File: src/rtl/mnist_infer_sequencer.sv
// mnist_infer_sequencer
// Runs one two-layer inference (N_IN -> N_HID -> N_OUT) on a shared MAC. For
// each neuron it walks the fan-in addresses, pulses mac_clr/mac_en one cycle
// behind the addresses (1-cycle memory latency), then either writes a
// ReLU/saturated hidden value (layer 0) or runs a running argmax (layer 1).
// Optional feature macro: MNIST_PERF_CNT_EN. When defined, a saturating busy-cycle
// counter latches the total inference latency into perf_cycles on completion.
// When undefined, perf_cycles is tied to 0.
module mnist_infer_sequencer #(
  parameter int N_IN   = 784,
  parameter int N_HID  = 16,
  parameter int N_OUT  = 10,
  parameter int DATA_W = 16,
  parameter int ACC_W  = 32,
  parameter int FRAC   = 8
) (
  input  logic                                        ACLK,
  input  logic                                        ARESET,
  input  logic                                        start,
  input  logic                                        abort,
  input  logic                                        irq_ack,
  input  logic signed [ACC_W-1:0]                     acc,
  output logic                                        busy,
  output logic                                        done,
  output logic                                        irq,
  output logic [$clog2(N_IN)-1:0]                     in_addr,
  output logic [$clog2(N_IN*N_HID+N_HID*N_OUT)-1:0]   w_addr,
  output logic [$clog2(N_HID+N_OUT)-1:0]              b_addr,
  output logic [$clog2(N_HID)-1:0]                    hid_addr,
  output logic                                        hid_we,
  output logic [DATA_W-1:0]                           hid_wdata,
  output logic                                        mac_clr,
  output logic                                        mac_en,
  output logic [$clog2(N_OUT)-1:0]                    class_out,
  output logic signed [ACC_W-1:0]                     class_score,
  output logic [31:0]                                 perf_cycles
);

  // Address / counter widths
  localparam int IN_W  = $clog2(N_IN);
  localparam int W_W   = $clog2(N_IN*N_HID + N_HID*N_OUT);
  localparam int B_W   = $clog2(N_HID + N_OUT);
  localparam int HID_W = $clog2(N_HID);
  localparam int CLS_W = $clog2(N_OUT);
  // Fan-in index must cover the larger of the two layer fan-ins
  localparam int I_W   = $clog2((N_IN > N_HID) ? N_IN : N_HID);
  // Neuron index must cover the larger of the two layer widths
  localparam int N_W   = $clog2((N_HID > N_OUT) ? N_HID : N_OUT);

  // Largest positive value representable in a signed DATA_W hidden word
  localparam logic signed [ACC_W-1:0] HID_MAX =
    {{(ACC_W-DATA_W+1){1'b0}}, {(DATA_W-1){1'b1}}};

  // FSM encoding
  localparam logic [2:0] S_IDLE     = 3'd0;
  localparam logic [2:0] S_L0_ADDR  = 3'd1;
  localparam logic [2:0] S_L0_DRAIN = 3'd2;
  localparam logic [2:0] S_L0_WB    = 3'd3;
  localparam logic [2:0] S_L1_ADDR  = 3'd4;
  localparam logic [2:0] S_L1_DRAIN = 3'd5;
  localparam logic [2:0] S_L1_CMP   = 3'd6;
  localparam logic [2:0] S_FIN      = 3'd7;

  logic [2:0]              state_reg;
  logic [2:0]              state_next;
  logic [I_W-1:0]          i_reg;
  logic [N_W-1:0]          n_reg;
  logic [W_W-1:0]          w_cnt_reg;
  logic                    mac_en_reg;
  logic                    mac_clr_reg;
  logic                    busy_reg;
  logic                    done_reg;
  logic                    irq_reg;
  logic signed [ACC_W-1:0] best_val_reg;
  logic [CLS_W-1:0]        best_idx_reg;
  logic [CLS_W-1:0]        class_reg;
  logic signed [ACC_W-1:0] score_reg;

  logic                    i_last_l0;
  logic                    i_last_l1;
  logic                    n_last_l0;
  logic                    n_last_l1;
  logic                    abort_hit;
  logic signed [ACC_W-1:0] acc_shift;
  logic [DATA_W-1:0]       hid_sat;

  assign i_last_l0 = (i_reg == I_W'(N_IN - 1));
  assign i_last_l1 = (i_reg == I_W'(N_HID - 1));
  assign n_last_l0 = (n_reg == N_W'(N_HID - 1));
  assign n_last_l1 = (n_reg == N_W'(N_OUT - 1));
  // Abort only matters while an inference is in flight
  assign abort_hit = abort && (state_reg != S_IDLE);

  assign acc_shift = acc >>> FRAC;

  // ReLU then clamp to the positive range of a signed hidden word
  always_comb begin
    hid_sat = acc_shift[DATA_W-1:0];
    if (acc_shift[ACC_W-1]) begin
      hid_sat = '0;
    end else if (acc_shift > HID_MAX) begin
      hid_sat = HID_MAX[DATA_W-1:0];
    end
  end

  // Next-state logic; abort overrides every in-flight transition
  always_comb begin
    state_next = state_reg;
    case (state_reg)
      S_IDLE:     if (start) state_next = S_L0_ADDR;
      S_L0_ADDR:  if (i_last_l0) state_next = S_L0_DRAIN;
      S_L0_DRAIN: state_next = S_L0_WB;
      S_L0_WB:    state_next = n_last_l0 ? S_L1_ADDR : S_L0_ADDR;
      S_L1_ADDR:  if (i_last_l1) state_next = S_L1_DRAIN;
      S_L1_DRAIN: state_next = S_L1_CMP;
      S_L1_CMP:   state_next = n_last_l1 ? S_FIN : S_L1_ADDR;
      S_FIN:      state_next = S_IDLE;
      default:    state_next = S_IDLE;
    endcase
    if (abort_hit) begin
      state_next = S_IDLE;
    end
  end

  // State register
  always_ff @(posedge ACLK or posedge ARESET) begin
    if (ARESET) begin
      state_reg <= S_IDLE;
    end else begin
      state_reg <= state_next;
    end
  end

  // Address walk and MAC strobes; strobes trail the address by one cycle
  always_ff @(posedge ACLK or posedge ARESET) begin
    if (ARESET) begin
      i_reg       <= '0;
      n_reg       <= '0;
      w_cnt_reg   <= '0;
      mac_en_reg  <= 1'b0;
      mac_clr_reg <= 1'b0;
    end else begin
      mac_en_reg  <= 1'b0;
      mac_clr_reg <= 1'b0;
      if (!abort_hit) begin
        case (state_reg)
          S_IDLE: begin
            if (start) begin
              i_reg     <= '0;
              n_reg     <= '0;
              w_cnt_reg <= '0;
            end
          end
          S_L0_ADDR: begin
            mac_en_reg  <= 1'b1;
            mac_clr_reg <= (i_reg == '0);
            w_cnt_reg   <= w_cnt_reg + W_W'(1);
            i_reg       <= i_last_l0 ? '0 : i_reg + I_W'(1);
          end
          S_L0_WB: begin
            n_reg <= n_last_l0 ? '0 : n_reg + N_W'(1);
          end
          S_L1_ADDR: begin
            mac_en_reg  <= 1'b1;
            mac_clr_reg <= (i_reg == '0);
            // Hold on the final weight so w_addr never wraps after the run
            if (!(i_last_l1 && n_last_l1)) begin
              w_cnt_reg <= w_cnt_reg + W_W'(1);
            end
            i_reg <= i_last_l1 ? '0 : i_reg + I_W'(1);
          end
          S_L1_CMP: begin
            if (!n_last_l1) begin
              n_reg <= n_reg + N_W'(1);
            end
          end
          default: ;
        endcase
      end
    end
  end

  // Running argmax over the output layer and completion handshake
  always_ff @(posedge ACLK or posedge ARESET) begin
    if (ARESET) begin
      busy_reg     <= 1'b0;
      done_reg     <= 1'b0;
      best_val_reg <= '0;
      best_idx_reg <= '0;
      class_reg    <= '0;
      score_reg    <= '0;
    end else begin
      done_reg <= 1'b0;
      if (abort_hit) begin
        busy_reg <= 1'b0;
      end else begin
        case (state_reg)
          S_IDLE: begin
            if (start) begin
              busy_reg <= 1'b1;
            end
          end
          S_L1_CMP: begin
            // Strict greater-than keeps the lowest index on ties
            if ((n_reg == '0) || (acc > best_val_reg)) begin
              best_val_reg <= acc;
              best_idx_reg <= CLS_W'(n_reg);
            end
          end
          S_FIN: begin
            class_reg <= best_idx_reg;
            score_reg <= best_val_reg;
            done_reg  <= 1'b1;
            busy_reg  <= 1'b0;
          end
          default: ;
        endcase
      end
    end
  end

  // Sticky interrupt: completion wins over a same-cycle acknowledge
  always_ff @(posedge ACLK or posedge ARESET) begin
    if (ARESET) begin
      irq_reg <= 1'b0;
    end else if ((state_reg == S_FIN) && !abort_hit) begin
      irq_reg <= 1'b1;
    end else if (irq_ack) begin
      irq_reg <= 1'b0;
    end
  end

  // Memory addresses and hidden-buffer write port decoded from the FSM
  always_comb begin
    in_addr   = '0;
    b_addr    = '0;
    hid_addr  = '0;
    hid_we    = 1'b0;
    hid_wdata = '0;
    case (state_reg)
      S_L0_ADDR: begin
        in_addr = IN_W'(i_reg);
        b_addr  = B_W'(n_reg);
      end
      S_L0_DRAIN: begin
        b_addr = B_W'(n_reg);
      end
      S_L0_WB: begin
        b_addr    = B_W'(n_reg);
        hid_addr  = HID_W'(n_reg);
        hid_we    = 1'b1;
        hid_wdata = hid_sat;
      end
      S_L1_ADDR: begin
        b_addr   = B_W'(N_HID) + B_W'(n_reg);
        hid_addr = HID_W'(i_reg);
      end
      S_L1_DRAIN, S_L1_CMP: begin
        b_addr = B_W'(N_HID) + B_W'(n_reg);
      end
      default: ;
    endcase
  end

  assign w_addr      = w_cnt_reg;
  assign mac_en      = mac_en_reg;
  assign mac_clr     = mac_clr_reg;
  assign busy        = busy_reg;
  assign done        = done_reg;
  assign irq         = irq_reg;
  assign class_out   = class_reg;
  assign class_score = score_reg;

`ifdef MNIST_PERF_CNT_EN
  logic [31:0] perf_cnt_reg;
  logic [31:0] perf_cycles_reg;

  // Saturating busy-cycle counter; the completion cycle itself adds one
  always_ff @(posedge ACLK or posedge ARESET) begin
    if (ARESET) begin
      perf_cnt_reg    <= '0;
      perf_cycles_reg <= '0;
    end else begin
      if ((state_reg == S_IDLE) && start) begin
        perf_cnt_reg <= '0;
      end else if (busy_reg && (perf_cnt_reg != '1)) begin
        perf_cnt_reg <= perf_cnt_reg + 32'd1;
      end
      if ((state_reg == S_FIN) && !abort_hit) begin
        perf_cycles_reg <= (perf_cnt_reg == '1) ? perf_cnt_reg : perf_cnt_reg + 32'd1;
      end
    end
  end

  assign perf_cycles = perf_cycles_reg;
`else
  assign perf_cycles = 32'd0;
`endif

endmodule

File: config.mk
export PLATFORM = sky130hd
export DESIGN_NAME = mnist_infer_sequencer
export DESIGN_NICKNAME = d
export VERILOG_FILES = /design/src/rtl/mnist_infer_sequencer.sv
export SDC_FILE = /design/constraint.sdc
export NUM_CORES = 1
export LEC_CHECK = 0
export ABC_AREA = 1
export CORE_MARGIN = 2
export CORE_UTILIZATION = 45
export DETAILED_ROUTE_END_ITERATION = 10
export PLACE_DENSITY = 0.78
export SYNTH_ARGS = -nofsm -noshare
export SYNTH_HDL_FRONTEND = slang
export SYNTH_SLANG_ARGS = --single-unit
File: constraint.sdc
create_clock -name ACLK -period 3.5 [get_ports ACLK]
set_input_delay 0.7 -clock ACLK [delete_from_list [all_inputs] [get_ports ACLK]]
set_output_delay 0.7 -clock ACLK [all_outputs]
set_load 0.005 [all_outputs]
==> Implementation_results.wiki, run 1 <==
{| class="wikitable"
! Metric !! Value
|-
| Pin slew with the least headroom to its limit || roughly 1.0 ns
|-
| Buffer levels on the longest clock path || 2
|-
| Number of antenna violations at the first check in global routing || 0
|-
| Worst-path maximum fanout || 15
|-
| Portion of total power attributed to sequential cells || around two fifths
|-
| Worst R2R Setup Slack || 1.05 ns
|-
| Power Internal || about 2.4 mW
|-
| Worst IR drop on VDD || 0.2864 mV
|-
| Clk pwr share || approximately 29%
|-
| Worst hold endpoint || best_val_reg[6]$_DFFE_PP0P_
|-
| Flop and latch count out of synthesis || 108
|-
| Total global-route track usage || between 10% and 20%
|-
| Vias in the first global route || ~4,800
|-
| Count of unique library cells instantiated by Yosys || 44
|-
| First-pass GRT wire length || 22,800 µm
|-
| # diodes || 0
|-
| Sum of net half-perimeters after detailed placement || approximately 10000 µm
|-
| Final Cell Area || approximately 0.0077 mm²
|-
| Wire length reported by the detailed router || 13,870 µm
|-
| RSZ-0062 raised after global routing || false
|-
| Setup Viol. Count Final || 0
|-
| Row count || between 40 and 50
|-
| Post-Place Cell Area || around 0.0074 mm²
|-
| Crit share post-route || between 80 and 90%
|-
| Crit path required time || approximately 2.8 ns
|-
| Post-synth EDFFs || 0
|-
| Gate count after technology mapping || 759
|-
| Leak || 3.752 nW
|-
| Final critical-path required period || between 3 and 4 ns
|-
| Worst slew slack as a fraction of its limit || between 30% and 40%
|-
| Slew Limit Fails || 0
|-
| IO Pins || 160
|-
| Final net count || 952
|-
| Endpoint of the worst-slack reg-to-reg timing path || best_val_reg[23]$_DFFE_PP0P_
|-
| TritonCTS Sinks || approximately 110
|-
| Ratio of routed vias to standard cells || 4.954
|-
| Mapped cell area || about 0.006 mm²
|-
| Number of buffers added to fix hold violations after cts || 0
|-
| Combinational group share of total power || between 30 and 40%
|-
| Total global routing overflow || 0
|-
| Worst clock skew || 0.008515 ns
|-
| Ratio of cells with drive above 1 in the final layout || ~5%
|-
| Sort of element at the start of the critical path || register
|-
| Endpoint arrival time on the critical path || roughly 2.4 ns
|-
| Type of element capturing the critical path || primary output
|-
| Die Width || 120.4 µm
|-
| Total Die Area || ~0.015 mm²
|-
| Post-synth top flop || dfrtp_1
|-
| Remaining routing DRC violations || 0
|-
| Fillcell total || roughly 1,200
|-
| Syn-to-layout area delta || 25.80%
|-
| Syn_area_per_cell || roughly 8 µm²
|-
| Depth of the CTS H-tree || 3
|-
| Avg WL per Cell || about 13 µm
|-
| Root buffer cell || clkbuf_16
|-
| Worst-path clk slew || 0.07 ns
|-
| Asr flop ratio synth || 100.0%
|-
| TritonCTS buffer count || 9
|-
| Initial DRT Pass Iterations || 5
|-
| Switching component of the power || 1.218 mW
|-
| Startpoint-to-endpoint class of the critical path || register to primary output
|-
| Hold Fails Final Rpt || 0
|-
| Placer's final routability congestion estimate || between 0.8 and 0.9
|-
| Power density of the placed cells || around 480 mW/mm²
|-
| Clock insertion delay at the later pin of the skew report || about 0.36 ns
|-
| Max capacitance violation total || 0
|-
| Launch instance of the worst register-to-register path || best_val_reg[31]$_DFFE_PP0P_
|-
| Die Height || 120.4 µm
|-
| Port bufs || 126
|-
| Number of gates resized after cts || 0
|-
| CORE AREA || between 0.01 and 0.015 mm²
|-
| Worst hold-check path type || register to register
|-
| Maximum clock rate || 324.6 MHz
|-
| Number of instances on the worst hold path || 2
|-
| Detail Route Antenna Nets || 0
|-
| Via count of the routed design || 5,241
|-
| Post-CTS Setup Bufs || 0
|-
| Worst Reg2Reg Path Length in Cells || 15
|-
| Yosys warnings || 0
|-
| Starting density of the core || 46.07%
|-
| Net switching share of the total power || 33.32%
|-
| TritonCTS clock tree || built
|-
| Iteration-0 DRC Markers || approximately 330
|-
| Setup TNS || 0 ns
|-
| Hold path start || best_val_reg[6]$_DFFE_PP0P_
|-
| Maximum number of pins on one net before global-route repair || ~110
|-
| Run status || completed
|-
| Post-synthesis sequential area ratio || 44.30%
|}
## metrics by stage
stage	cells	hold WS (ns)	total power, mW	setup slack [ns]	utilization (%)
final	1058	0.4730	3.657	0.4190	57.96
after global routing	1058	0.4920	3.898	0.2332	57.96
after CTS	1058	0.4751	3.688	0.4108	57.96
after detailed placement	1042	0.4580	2.626	0.1729	55.66
after global placement	1042	0.4535	2.602	0.2553	55.66
after floorplan	791	0.4419	2.250	1.165	-
## layout by cell type (no fill, tap or decap), drive strengths merged, types with 5 or more instances in the layout
| cell type | count |
|---|---|
| clkdlybuf4s50 | 126 |
| nor2 | 56 |
| nand2 | 193 |
| nor4 | 6 |
| a21oi | 52 |
| clkbuf | 13 |
| nand4 | 6 |
| inv | 103 |
| conb | 33 |
| xor2 | 5 |
| nor3 | 12 |
| nand3 | 53 |
| buf | 5 |
| o22ai | 6 |
| o21ai | 48 |
| dfrtp | 108 |
| ha | 38 |
## synthesized netlist by cell type, types with 6 or more instances
library cell	number	area, µm²
nor3_1	10	50.05
ha_1	38	475.5
buf_4	37	277.8
clkbuf_1	9	33.78
dfrtp_1	108	2703
nand4_1	6	37.54
nor2_1	50	187.7
o21ai_0	47	235.2
inv_1	100	375.4
nand3_1	53	265.3
a21oi_1	51	255.2
nand2_1	187	701.9
## power by group through the flow
stage	Clock (mW)	Sequential (mW)	Combinational [mW]
floorplan	0	1.49	0.756
global placement	0	1.50	1.10
detailed placement	0	1.51	1.12
CTS	1.08	1.49	1.12
global route	1.12	1.50	1.27
finish	1.05	1.49	1.12
## per-layer routing
layer  vias to the layer above  share of wire [%]  global-route usage, %
met5                         -                  0                      0
met4                         0                1.4                  6.395
met3                        13                7.0                  4.906
met2                       156                 44                  30.40
met1                      2459                 47                  26.93
li1                       2613                  -                      -
## logic make-up (layout without fill, tap and decap cells)
logic type	Yosys count	in the layout	share of synthesized area (%)
AOI/OAI and AO/OA	115	115	10.13
other	1	33	0.06147
xor gates and xnor gates	6	6	0.8614
adders and majority gates	38	38	7.793
DFF	108	108	44.30
and+or+nand+nor	332	332	24.20
buffers and inverters	159	250	12.65
## layout make-up
cell class / count / area [µm²] / area share (%)
clock buffer: 13 / 260.3 / 3.391
timing repair buffer: 131 / 1311 / 17.09
multi-input combinational: 524 / 2746 / 35.78
tap: 176 / 220.2 / 2.869
inverter: 103 / 390.4 / 5.086
clock inverter: 3 / 43.79 / 0.5706
sequential: 108 / 2703 / 35.21
## how the worst max path moves through the flow
stage / slack, ns / start / end / depth (start not counted)
2_1_floorplan: 1.16 / acc[30] / hid_wdata[10] / 5
3_3_place_gp: 0.26 / acc[31] / best_val_reg[29]$_DFFE_PP0P_ / 15
3_5_place_dp: 0.17 / acc[31] / best_val_reg[23]$_DFFE_PP0P_ / 15
4_1_cts: 0.41 / acc[30] / hid_wdata[9] / 6
5_1_grt: 0.23 / state_reg[0]$_DFFE_PP0P_ / hid_wdata[4] / 6
6_report: 0.42 / state_reg[0]$_DFFE_PP0P_ / hid_wdata[9] / 6
## worst max-delay path: stages (launching register included)
cell and delay (ns):
dfrtp_1 0.42, nand2_1 0.11, nor2_2 0.17, inv_1 0.20
or2_2 0.45, a21oi_1 0.16, clkdlybuf4s50_1 0.51
(Power assumes the default switching activity.)
==> run 2: changes to the inputs <==
--- a/config.mk
+++ b/config.mk
@@ -6,7 +6,8 @@
 export NUM_CORES = 1
 export LEC_CHECK = 0
 export ABC_AREA = 1
-export CORE_MARGIN = 2
+export CORE_ASPECT_RATIO = 0.7
+export CORE_MARGIN = 5
 export CORE_UTILIZATION = 45
 export DETAILED_ROUTE_END_ITERATION = 10
 export PLACE_DENSITY = 0.78
==> run 2 against run 1 <==
Effect of this change: die area rose by 10%; hold slack worse by 0.0020 ns; global-route usage shrank 0.39 points; clock power is 12% lower; cell area down 0.21%; critical path depth did not move; utilization about the same; total power is 3.0% lower; clock skew increased by 0.0027 ns; combinational power about the same; cell count is 1.0% higher; largest power group unchanged.
==> Implementation_results.wiki, run 2 (same netlist as run 1, synthesis figures left out) <==
{| class="wikitable"
! Metric !! Value
|-
| Run status || completed
|-
| Starting density of the core || 46.13% (+0.061 points)
|-
| Via count of the routed design || 5,206 (-0.67%)
|-
| Power density of the placed cells || 463.3 mW/mm² (-2.8%)
|-
| Dpl ws || 0.2839 ns (+0.1110 ns)
|-
| Depth of the CTS H-tree || 3 (unchanged)
|-
| Number of antenna violations at the first check in global routing || 0 (unchanged)
|-
| # diodes || 0 (unchanged)
|-
| Worst R2R Setup Slack || 1.10 ns (+0.05 ns)
|-
| Syn-to-layout area delta || 25.53%
|-
| Row count || 35 (-17%)
|-
| Remaining routing DRC violations || 0 (unchanged)
|-
| Worst setup margin || 0.3219 ns (-0.09711 ns)
|-
| Maximum number of pins on one net before global-route repair || 69 (-37%)
|-
| Initial DRT Pass Iterations || 5 (unchanged)
|-
| Total global-route track usage || 19.19% (-0.39 points)
|-
| Number of buffers added to fix hold violations after cts || 0 (unchanged)
|-
| Post-CTS Setup Bufs || 0 (unchanged)
|-
| Clock insertion delay at the later pin of the skew report || 0.35 ns (about the same)
|-
| Number of gates resized after cts || 0 (unchanged)
|-
| Worst clock skew || 0.01117 ns (+0.002652 ns)
|-
| Sequential Area || 0.002703 mm² (unchanged)
|-
| Setup Viol. Count Final || 0 (unchanged)
|-
| Most common cell after layout, fill and taps aside || nand2_1
|-
| Multi-input gate area || 0.002746 mm² (unchanged)
|-
| CORE AREA || 0.01323 mm² (-0.13%)
|-
| Number of instances on the worst hold path || 2 (unchanged)
|-
| Launch instance of the worst register-to-register path || best_val_reg[31]$_DFFE_PP0P_
|-
| Fillcell total || 1,232 (+3.8%)
|-
| Sum of net half-perimeters after detailed placement || 11,250 µm (+13%)
|-
| Commonest cells after routing, fill and taps aside || nand2_1 (187), clkdlybuf4s50_1 (126), dfrtp_1 (108), inv_1 (98), nand3_1 (53)
|-
| Total Die Area || 0.01602 mm² (+10%)
|-
| Pin slew with the least headroom to its limit || 1.018 ns (+0.01051 ns)
|-
| Ratio of cells with drive above 1 in the final layout || 5.204% (+0.21 points)
|-
| Core Util, Final || 57.91% (about the same)
|-
| Type of element capturing the critical path || primary output
|-
| Hold path start || class_score[0]$_DFFE_PP0P_
|-
| Die Width || 149.2 µm (+24%)
|-
| Vias in the first global route || 5,073 (+5.2%)
|-
| Endpoint of the worst-slack reg-to-reg timing path || best_val_reg[25]$_DFFE_PP0P_
|-
| Iteration-0 DRC Markers || 315 (-5.7%)
|-
| Worst-path maximum fanout || 15 (unchanged)
|-
| Placer's final routability congestion estimate || 0.8673 (+0.63%)
|-
| RSZ-0062 raised after global routing || false
|-
| Final critical-path required period || 3.178 ns (+0.09711 ns)
|-
| Crit share post-route || 90.80% (+2.8 points)
|-
| Max capacitance violation total || 0 (unchanged)
|-
| Sort of element at the start of the critical path || register
|-
| Hold Fails Final Rpt || 0 (unchanged)
|-
| Maximum clock rate || 314.7 MHz (-3.1%)
|-
| Avg WL per Cell || 14.09 µm (+7.5%)
|-
| TritonCTS clock tree || built
|-
| Buffer levels on the longest clock path || 2 (unchanged)
|-
| Setup TNS || 0 ns (unchanged)
|-
| Worst-path clk slew || 0.07 ns (about the same)
|-
| Worst Reg2Reg Path Length in Cells || 15 (unchanged)
|-
| Worst IR drop on VDD || 0.3347 mV (+17%)
|-
| TritonCTS Sinks || 108 (unchanged)
|-
| Post-Place Cell Area || 0.007397 mm² (+0.36%)
|-
| Port bufs || 126 (unchanged)
|-
| Worst slew slack as a fraction of its limit || 32.11% (-0.70 points)
|-
| Wire length reported by the detailed router || 15,060 µm (+8.6%)
|-
| Final net count || 954 (+0.21%)
|-
| Detail Route Antenna Nets || 0 (unchanged)
|-
| Leak || 3.744 nW (-0.20%)
|-
| Final Cell Area || 0.007659 mm² (-0.21%)
|-
| Die Height || 107.4 µm (-11%)
|-
| IO Pins || 160 (unchanged)
|-
| Root buffer cell || clkbuf_16
|-
| Slew Limit Fails || 0 (unchanged)
|-
| First-pass GRT wire length || 25,030 µm (+9.8%)
|-
| Worst hold endpoint || class_score[0]$_DFFE_PP0P_
|-
| Worst hold-check path type || register to register
|-
| Startpoint-to-endpoint class of the critical path || register to primary output
|-
| Endpoint arrival time on the critical path || 2.48 ns (+0.10 ns)
|-
| Crit path required time || 2.80 ns (about the same)
|-
| Total global routing overflow || 0 (unchanged)
|-
| TritonCTS buffer count || 9 (unchanged)
|-
| Ratio of routed vias to standard cells || 4.870 (-1.7%)
|}
[run 2: changes by cell type in the layout (fill, tap and decap cells not counted), sizes merged]
| cell | previous run | this run |
|---|---|---|
| inv | 103 | 102 |
| bufinv | 1 | 0 |
| clkinv | 1 | 5 |
| clkbuf | 13 | 11 |
| buf | 5 | 7 |
[run 2: routing by layer]
metal / GRT usage, % / up-vias / part of all wire (%)
met5: 0 / - / 0
met4: 3.984 / 0 / 0.66
met3: 5.093 / 10 / 7.4
met2: 28.94 / 139 / 44
met1: 27.82 / 2451 / 48
li1: - / 2606 / -
[run 2: power breakdown]
| part | leakage (nW) | internal (mW) | switching [mW] |
|---|---|---|---|
| clock network | 0.133 | 0.480 | 0.442 |
| logic | 2.22 | 0.455 | 0.685 |
| registers | 1.39 | 1.39 | 0.0965 |
[run 2: stage by stage]
| stage | hold WS, ns | std cells | power (mW) |
|---|---|---|---|
| 6_report | 0.4711 | 1069 | 3.548 |
| 5_1_grt | 0.4874 | 1069 | 3.798 |
| 4_1_cts | 0.4744 | 1069 | 3.577 |
| 3_5_place_dp | 0.4571 | 1053 | 2.639 |
| 3_3_place_gp | 0.4531 | 1053 | 2.617 |
| 2_1_floorplan | 0.4419 | 791 | 2.250 |
[run 2: final cells by class]
cell class | instances | area share (%)
clock buffer | 11 | 3.039
clock inverter | 5 | 0.3758
inverter | 103 | 5.097
multi-input combinational | 524 | 35.86
sequential | 108 | 35.29
tap | 185 | 3.022
timing repair buffer | 133 | 17.32
[run 2: critical path: stages, from the launching register on]
cell and delay [ns]:
dfrtp_1 0.43, nand2_1 0.11, nor2_2 0.22, inv_1 0.17
or2_2 0.45, a21oi_1 0.21, clkdlybuf4s50_1 0.55
[run 2: worst max path at each step]
stage                                   from                      endpoint  cells after the start
floorplan                            acc[30]                 hid_wdata[10]                      5
global placement                     acc[31]   best_val_reg[2]$_DFFE_PP0P_                     15
detailed placement                   acc[31]  best_val_reg[29]$_DFFE_PP0P_                     15
CTS                                  acc[30]                 hid_wdata[11]                      6
global route        state_reg[0]$_DFFE_PP0P_                 hid_wdata[11]                      6
finish              state_reg[0]$_DFFE_PP0P_                 hid_wdata[11]                      6
